## config.mk

```make
export PLATFORM = sky130hd
export DESIGN_NAME = spi_packet_rx
export DESIGN_NICKNAME = d
export VERILOG_FILES = /design/src/rtl/spi_rx_pkg.sv /design/src/rtl/spi_sync.sv /design/src/rtl/spi_packet_rx.sv
export SDC_FILE = /design/constraint.sdc
export NUM_CORES = 1
export LEC_CHECK = 0
export CORE_UTILIZATION = 50
export CTS_CLUSTER_SIZE = 28
export DETAILED_ROUTE_END_ITERATION = 16
export PLACE_DENSITY = 0.89
export SLEW_MARGIN = 5
export SYNTH_ARGS = -nofsm -noshare
export SYNTH_HDL_FRONTEND = slang
export SYNTH_HIERARCHICAL = 1
export SYNTH_SLANG_ARGS = --single-unit
```

## constraint.sdc

```tcl
create_clock -name clk -period 3 [get_ports clk]
set_clock_uncertainty 0.2 [all_clocks]
set_input_delay 0.3 -clock clk [delete_from_list [all_inputs] [get_ports clk]]
set_output_delay 0.3 -clock clk [all_outputs]
set_load 0.02 [all_outputs]
```

## src/rtl/spi_rx_pkg.sv

```systemverilog
// Shared definitions for the SPI packet receiver.
//   DEF_* : default widths and shift order for spi_packet_rx
//   state_t : receiver FSM states
package spi_rx_pkg;

  localparam int unsigned DEF_ADDR_W    = 8;
  localparam int unsigned DEF_DATA_W    = 16;
  localparam int unsigned DEF_NUM_REGS  = 4;
  localparam int unsigned DEF_LSB_FIRST = 0;

  typedef enum logic [1:0] {
    IDLE   = 2'd0,
    SHIFT  = 2'd1,
    COMMIT = 2'd2
  } state_t;

endpackage

```

## src/rtl/spi_sync.sv

```systemverilog
// Two-flop synchronizer for one asynchronous input.
//   clk   : destination clock
//   reset : synchronous active-high reset, clears both flops
//   d     : asynchronous input
//   q     : synchronized output
module spi_sync (
  input  logic clk,
  input  logic reset,
  input  logic d,
  output logic q
);

  logic meta;

  always_ff @(posedge clk) begin
    if (reset) begin
      meta <= 1'b0;
      q    <= 1'b0;
    end else begin
      meta <= d;
      q    <= meta;
    end
  end

endmodule

```

## src/rtl/spi_packet_rx.sv

```systemverilog
// SPI slave receiver: collects one {addr, data} packet per cs frame and
// writes the data field into a small register bank.
//   clk, reset : system clock, synchronous active-high reset
//   cs, sck, sdi : asynchronous SPI frame select, serial clock, serial data
//   regs       : register bank, channel k at [k*DATA_W +: DATA_W]
//   pkt_valid  : pulse when a full-length packet commits
//   pkt_addr   : address of last committed packet
//   pkt_data   : data of last committed packet
//   frame_err  : pulse when a frame ends with the wrong bit count
//   addr_err   : pulse with pkt_valid when the address has no register
//   busy       : receiver is inside a frame
module spi_packet_rx
  import spi_rx_pkg::*;
#(
  parameter int unsigned ADDR_W    = DEF_ADDR_W,
  parameter int unsigned DATA_W    = DEF_DATA_W,
  parameter int unsigned NUM_REGS  = DEF_NUM_REGS,
  parameter int unsigned LSB_FIRST = DEF_LSB_FIRST
) (
  input  logic                       clk,
  input  logic                       reset,
  input  logic                       cs,
  input  logic                       sck,
  input  logic                       sdi,
  output logic [NUM_REGS*DATA_W-1:0] regs,
  output logic                       pkt_valid,
  output logic [ADDR_W-1:0]          pkt_addr,
  output logic [DATA_W-1:0]          pkt_data,
  output logic                       frame_err,
  output logic                       addr_err,
  output logic                       busy
);

  localparam int unsigned P  = ADDR_W + DATA_W;
  localparam int unsigned CW = $clog2(P + 2);

  state_t state, state_n;

  logic cs_s, sck_s, sdi_s;
  logic cs_d, sck_d;
  logic [1:0] prime;
  logic armed;

  logic [P-1:0]  sr;
  logic [P-1:0]  sr_shifted;
  logic [CW-1:0] cnt;

  logic cs_rise_c, cs_fall_c, sck_rise_c;
  logic do_clear, do_shift, do_commit;
  logic [ADDR_W-1:0] sr_addr;
  logic [DATA_W-1:0] sr_data;
  logic addr_ok;

  spi_sync u_sync_cs  (.clk(clk), .reset(reset), .d(cs),  .q(cs_s));
  spi_sync u_sync_sck (.clk(clk), .reset(reset), .d(sck), .q(sck_s));
  spi_sync u_sync_sdi (.clk(clk), .reset(reset), .d(sdi), .q(sdi_s));

  // Third copy for edge detection. prime marks when the synchronizer outputs
  // reflect the pins again after reset; armed requires cs to be seen low
  // first, so a cs held high through reset cannot fake a rising edge.
  always_ff @(posedge clk) begin
    if (reset) begin
      cs_d  <= 1'b0;
      sck_d <= 1'b0;
      prime <= 2'b00;
      armed <= 1'b0;
    end else begin
      cs_d  <= cs_s;
      sck_d <= sck_s;
      prime <= {prime[0], 1'b1};
      if (prime[1] && !cs_s) armed <= 1'b1;
    end
  end

  assign cs_rise_c  = cs_s & ~cs_d & armed;
  assign cs_fall_c  = ~cs_s & cs_d;
  assign sck_rise_c = sck_s & ~sck_d;

  // State register
  always_ff @(posedge clk) begin
    if (reset) state <= IDLE;
    else       state <= state_n;
  end

  // Next state and datapath strobes; cs fall wins over a coincident sck rise
  always_comb begin
    state_n   = state;
    do_clear  = 1'b0;
    do_shift  = 1'b0;
    do_commit = 1'b0;
    case (state)
      IDLE: begin
        if (cs_rise_c) begin
          state_n  = SHIFT;
          do_clear = 1'b1;
        end
      end
      SHIFT: begin
        if (cs_fall_c)       state_n  = COMMIT;
        else if (sck_rise_c) do_shift = 1'b1;
      end
      COMMIT: begin
        state_n   = IDLE;
        do_commit = 1'b1;
      end
      default: state_n = IDLE;
    endcase
  end

  // Shift direction: MSB-first enters at bit 0, LSB-first enters at the top
  always_comb begin
    sr_shifted = sr;
    if (LSB_FIRST != 0) sr_shifted = {sdi_s, sr[P-1:1]};
    else                sr_shifted = {sr[P-2:0], sdi_s};
  end

  assign sr_addr = sr[P-1 -: ADDR_W];
  assign sr_data = sr[DATA_W-1:0];
  assign addr_ok = (32'(sr_addr) < NUM_REGS);

  // Shift register and saturating bit counter
  always_ff @(posedge clk) begin
    if (reset) begin
      sr  <= '0;
      cnt <= '0;
    end else if (do_clear) begin
      sr  <= '0;
      cnt <= '0;
    end else if (do_shift) begin
      sr <= sr_shifted;
      if (cnt != CW'(P + 1)) cnt <= cnt + CW'(1);
    end
  end

  // Registered outputs and register bank update on commit
  always_ff @(posedge clk) begin
    if (reset) begin
      regs      <= '0;
      pkt_valid <= 1'b0;
      pkt_addr  <= '0;
      pkt_data  <= '0;
      frame_err <= 1'b0;
      addr_err  <= 1'b0;
      busy      <= 1'b0;
    end else begin
      pkt_valid <= 1'b0;
      frame_err <= 1'b0;
      addr_err  <= 1'b0;
      busy      <= (state_n != IDLE);
      if (do_commit) begin
        if (cnt == CW'(P)) begin
          pkt_valid <= 1'b1;
          pkt_addr  <= sr_addr;
          pkt_data  <= sr_data;
          if (addr_ok) begin
            for (int unsigned k = 0; k < NUM_REGS; k++) begin
              if (32'(sr_addr) == k) regs[k*DATA_W +: DATA_W] <= sr_data;
            end
          end else begin
            addr_err <= 1'b1;
          end
        end else begin
          frame_err <= 1'b1;
        end
      end
    end
  end

endmodule

```

**After elaboration in Yosys (flattened, before gate mapping)**

Cells that the tools add are included.

- Reduce and logical (&&, ||, !) cells: 14
- Add/subtract/negate cells: 1
- Multiplexer cells: 13
- Bitwise operators: 9
- Equality and inequality tests: 7
- $lt $le $gt $ge: 1

Operators with widths:

| kind | count |
|---|---|
| equality test 8 x 2 -> 1 bit, second input constant | 2 |
| AND reduction 4 bit | 4 |
| 2-to-1 mux 1 bit | 10 |
| equality test 8 x 1 -> 1 bit, second input constant | 1 |
| zero test 8 bit | 1 |
| less-than comparator 8 x 3 -> 1 bit, second input constant | 1 |
| adder 5 x 1 -> 5 bit, second input constant | 1 |
| equality test 5 bit, second input constant | 1 |
| inequality test 5 bit, second input constant | 1 |
| NOT 1 bit | 5 |
| bitwise AND 1 bit | 4 |
| 2-to-1 mux 2 bit | 2 |
| one-hot mux 2 bit (2 select lines) | 1 |
| AND reduction 2 bit | 2 |
| OR reduction 2 bit | 2 |
| OR reduction 3 bit | 1 |
| equality test 2 x 1 -> 1 bit, second input constant | 1 |
| equality test 2 bit, second input constant | 1 |
| zero test 2 bit | 1 |
| nonzero test 2 bit | 1 |
| logical AND 1 bit | 1 |
| zero test 1 bit | 1 |

- Word-level logic and storage cells: 69
- Register bits after elaboration: 134
- Output and inout port bits: 92
- Input port bits: 5

**Depth between registers and ports, before layout**

- Depth in word-level cells: 6
- Gate-level depth with buffers: 9
- Gate-level depth less buffers: 6

**Cells and area by module**

Netlist, hierarchy kept.

Modules (own cells, without submodules):

| module | sequential area each (um2) | times used | area an instance (um2) | cells each |
|---|---|---|---|---|
| spi_packet_rx | 2562.5 | 1 | 4556.9 | 527 |
| spi_sync | 40.0 | 3 | 52.6 | 4 |

**Worst setup path after synthesis**

Ideal clock, no wire load.

- Path type: register -> register
- From: reg sr[21]
- To: reg regs[22]
- Period minus slack after synthesis: 2.139 ns
- Arrival time: 1.811 ns
- Stages on the path, launching flop included: 6
- Buffers on the path: 1
- Library setup time: 0.128 ns
- Required time: 2.672 ns
- Setup slack: 0.861 ns
- Path through: dfxtp_1 -> or4_4 -> nor4_4 -> buf_6 -> mux2i_1 -> nor2_1

- Longest elaborated chain between the ends: 2
- Elaborated cells between the ends (all ways): 3
- Classes of those cells: order compare: 1; eq/ne: 1; reduce/logical: 1

Ends and longest elaborated chain:

| element | RTL line | source |
|---|---|---|
| start, declared | spi_packet_rx.sv:44 | `logic [P-1:0] sr;` |
| start signal, assigned | spi_packet_rx.sv:130 | `sr <= sr_shifted;` |
| less-than comparator 8 x 3 -> 1 bit / equality test 8 x 1 -> 1 bit (equally long branches) | spi_packet_rx.sv:119, spi_packet_rx.sv:157 |  |
| AND reduction 4 bit (no source line) (*) | n/a |  |
| end signal, assigned by index | spi_packet_rx.sv:157 | `if (32'(sr_addr) == k) regs[k*DATA_W +: DATA_W] <= sr_data;` |
| end, declared | spi_packet_rx.sv:25 | `output logic [NUM_REGS*DATA_W-1:0] regs,` |

Mark *: on every way between the ends. The rest lies on a longest branch, timed or not.
A chain may end at the register's enable or synchronous reset.

**Worst setup path after layout**

- From: reg cnt[0]
- To: reg regs[6]

- Longest elaborated chain between the ends: 2

Ends and longest elaborated chain:

| element | RTL line | source |
|---|---|---|
| start, declared | spi_packet_rx.sv:46 | `logic [CW-1:0] cnt;` |
| start signal, assigned | spi_packet_rx.sv:131 | `if (cnt != CW'(P + 1)) cnt <= cnt + CW'(1);` |
| equality test 5 bit | spi_packet_rx.sv:151 | `if (cnt == CW'(P)) begin` |
| AND reduction 4 bit (no source line) | n/a |  |

Every way passes these cells.

==> flow_metrics.tcl <==
set metrics [dict create \
    r2r-start "cnt[0]$_SDFFE_PP0P_" \
    fin_crit_sh_pct 83.76 \
    die_area_um2 9822 \
    core_um2 9196 \
    cts-resized-gates 0 \
    cap_violations 0 \
    postSynthCellCount 539 \
    status "finished, final reports clean" \
    placed_cells 722 \
    end_kind "register" \
    cts-hold-fix-buffers 1 \
    reg2reg_depth 6 \
    numCtsBuffers 17 \
    p_int_mw 3.094 \
    slew_violations 0 \
    htree_num_levels 4 \
    gp_congestion 0.7877 \
    via_per_inst 5.723 \
    clk_latency_ns 0.52 \
    cp_data_required_time_ns 3.17 \
    final_common_cell "nand2_1" \
    power_frac_comb_pct 1.2 \
    drt-total-wl_um 13330 \
    crit_end "regs[6]$_SDFFE_PP0P_" \
    seqPwrFrac_pct 45.4 \
    netlist_area_um2 4715 \
    cp_num_buf_inv 1 \
    r2r_end "regs[6]$_SDFFE_PP0P_" \
    synth_cell_types 36 \
    vdd_ir_drop_max_mv 0.4995 \
    rsz0062_at_grt "no" \
    fin_cells 755 \
    synth-edff-count 0 \
    crit_slowest_cell "nand4_1" \
    crit_start "cnt[0]$_SDFFE_PP0P_" \
    switching_share_pct 21.49 \
    cp_max_fo 16 \
    powerDensity_nw_per_um2 617.3 \
    cp-start-kind "register" \
    synth_warnings 6 \
    clk_path_buf_depth 2 \
    cp_cell_sequence "inv_1, ha_1, and4b_1, nand4_1, nand2_1, a21oi_1" \
    cp_top_family "simple AND/OR/NAND/NOR gates" \
    cts_root_buffer "clkbuf_8" \
    synth-seq-cells 134 \
    die_y_um 99.11 \
    cpPeakStageDelay_ns 0.73 \
    hold_viol_final 0 \
    cts_tree "built" \
    drt_iter0_drc 327 \
    io_buffers 96 \
    grt_max_degree 63 \
    grt_pass1_vias 4306 \
    p_leak_nw 2.252 \
    vias 4321 \
    detailed_place_hpwl_um 7654 \
    area_growth_pct 35.43 \
    grt_overflow_total 0 \
    cts.sinks 134 \
    holdWs_ns 0.1283 \
    num_antenna_cells 0 \
    syn_nets 547 \
    nets 639 \
    grt_usage_pct 28.84 \
    switchingPower_uw 847.1 \
    ios 97 \
    num_rows 35 \
    arrival_ns 2.69 \
    drive_gt1_share_pct 7.298 \
    post-cts-setup-buffers 0 \
    route.detailed.drc 0 \
    antenna_found_initial 0 \
    fmax_mhz 398.0 \
    cts.clk_slew.worst_paths_ns 0.06 \
    async_flop_share_pct 0 \
    crit_cells 6 \
    regToRegSetupSlack_ns 0.49 \
    synthFlopType "dfxtp_1" \
    avgRoutedWirePerCell_um 17.66 \
    hold_path_class "input port to register" \
    tns_ns 0 \
    initial_core_util_pct 51.27 \
    synth.avg_cell_area_um2 8.747 \
    period_minus_slack_ns 2.513 \
    die_w_um 99.11 \
    dr.pass1.iters 5 \
    crit_type "register to register" \
    ant_nets 0 \
    p_total_mw 3.942 \
    grt_pass1_wl_um 21680 \
    tightestPinTransition_ns 0.9864 \
    layout_common_cells "nand2_1 (163), dfxtp_1 (134), clkdlybuf4s50_1 (95)" \
    setup_viol 0 \
    slew_headroom_pct 34.08 \
    pwr-share-clk_pct 53.4 \
    seq_area_frac_synth_pct 56.90 \
]
## layer usage
| layer | track usage (%) | wire (um) | share of wire [%] | vias up |
|---|---|---|---|---|
| met5 | 0 | 0 | 0 | - |
| met4 | 15.05 | 614 | 4.6 | 0 |
| met3 | 9.136 | 1032 | 7.7 | 64 |
| met2 | 48.14 | 6577 | 49 | 271 |
| met1 | 33.35 | 5105 | 38 | 2019 |
| li1 | - | - | - | 1967 |
## synthesized netlist by cell type (2+ instances only)
master / n / share of area (%)
nand2_1: 163 / 13
dfxtp_1: 134 / 57
a21oi_1: 85 / 9.0
nor2_1: 37 / 2.9
mux2i_1: 32 / 6.8
clkbuf_1: 28 / 2.2
nor2b_1: 9 / 1.2
inv_1: 5 / 0.40
nand3_1: 4 / 0.42
nand4_1: 4 / 0.53
buf_1: 3 / 0.24
ha_1: 3 / 0.80
o21ai_0: 3 / 0.32
or3_1: 3 / 0.40
and4_1: 2 / 0.37
nand2b_1: 2 / 0.27
nand4b_1: 2 / 0.37
nor4b_1: 2 / 0.37
## through the flow
stage               setup slack, ns  area (um^2)  util, %
global route                 0.3021         6385    69.43
CTS                          0.5408         6385    69.43
floorplan                    0.8615         4715        -
global placement             0.8017         5773    62.78
finish                       0.4871         6385    69.43
detailed placement           0.6835         5773    62.78
## power groups by stage
stage	sequential, mW	combinational (mW)	clock, mW
detailed placement	1.83	0.0453	0
finish	1.79	0.0473	2.10
global route	1.79	0.0513	2.20
global placement	1.83	0.0441	0
CTS	1.79	0.0471	2.11
floorplan	1.83	0.0308	0
## state kept, by name, summed over array words and instances, names as in the netlist
signal / cells
u_sync_sdi/q: 1
u_sync_cs/meta: 1
u_sync_sck/q: 1
pkt_valid: 1
sck_d: 1
cs_d: 1
sr: 24
addr_err: 1
frame_err: 1
busy: 1
cnt: 5
pkt_data: 16
state: 2
prime: 2
u_sync_sck/meta: 1
pkt_addr: 8
u_sync_cs/q: 1
regs: 64
u_sync_sdi/meta: 1
armed: 1
## cell families (layout without fill, tap and decap cells)
group | after synthesis | after routing | synth area share [%]
AND/OR/NAND/NOR | 240 | 240 | 22.27
flip-flops | 134 | 134 | 56.90
AO/OA/AOI/OAI | 91 | 91 | 9.846
buffers and inverters | 38 | 143 | 3.211
multiplexers | 32 | 32 | 6.794
adder cells (fa/ha/maj) | 3 | 3 | 0.7963
XOR/XNOR | 1 | 1 | 0.1858
## final cells by class
type / count / area [um^2]
fill: 628 / 2811
clock buffer: 18 / 427.9
clock inverter: 14 / 173.9
inverter: 5 / 18.77
sequential: 134 / 2683
timing repair buffer: 106 / 1049
multi-input combinational: 367 / 1894
tap: 111 / 138.9
## worst min-delay path by stage
stage	endpoint	slack, ns	start	cells past startpoint
floorplan	u_sync_cs/meta$_SDFF_PP0_	0.17	reset	1
global placement	prime[1]$_SDFF_PP0_	0.22	prime[0]$_DFF_P_	1
finish	u_sync_cs/meta$_SDFF_PP0_	0.13	cs	2
CTS	u_sync_cs/meta$_SDFF_PP0_	0.12	cs	2
detailed placement	u_sync_cs/q$_SDFF_PP0_	0.22	u_sync_cs/meta$_SDFF_PP0_	1
global route	u_sync_cs/meta$_SDFF_PP0_	0.12	cs	2
No activity file was read; power rests on OpenSTA's default activity.
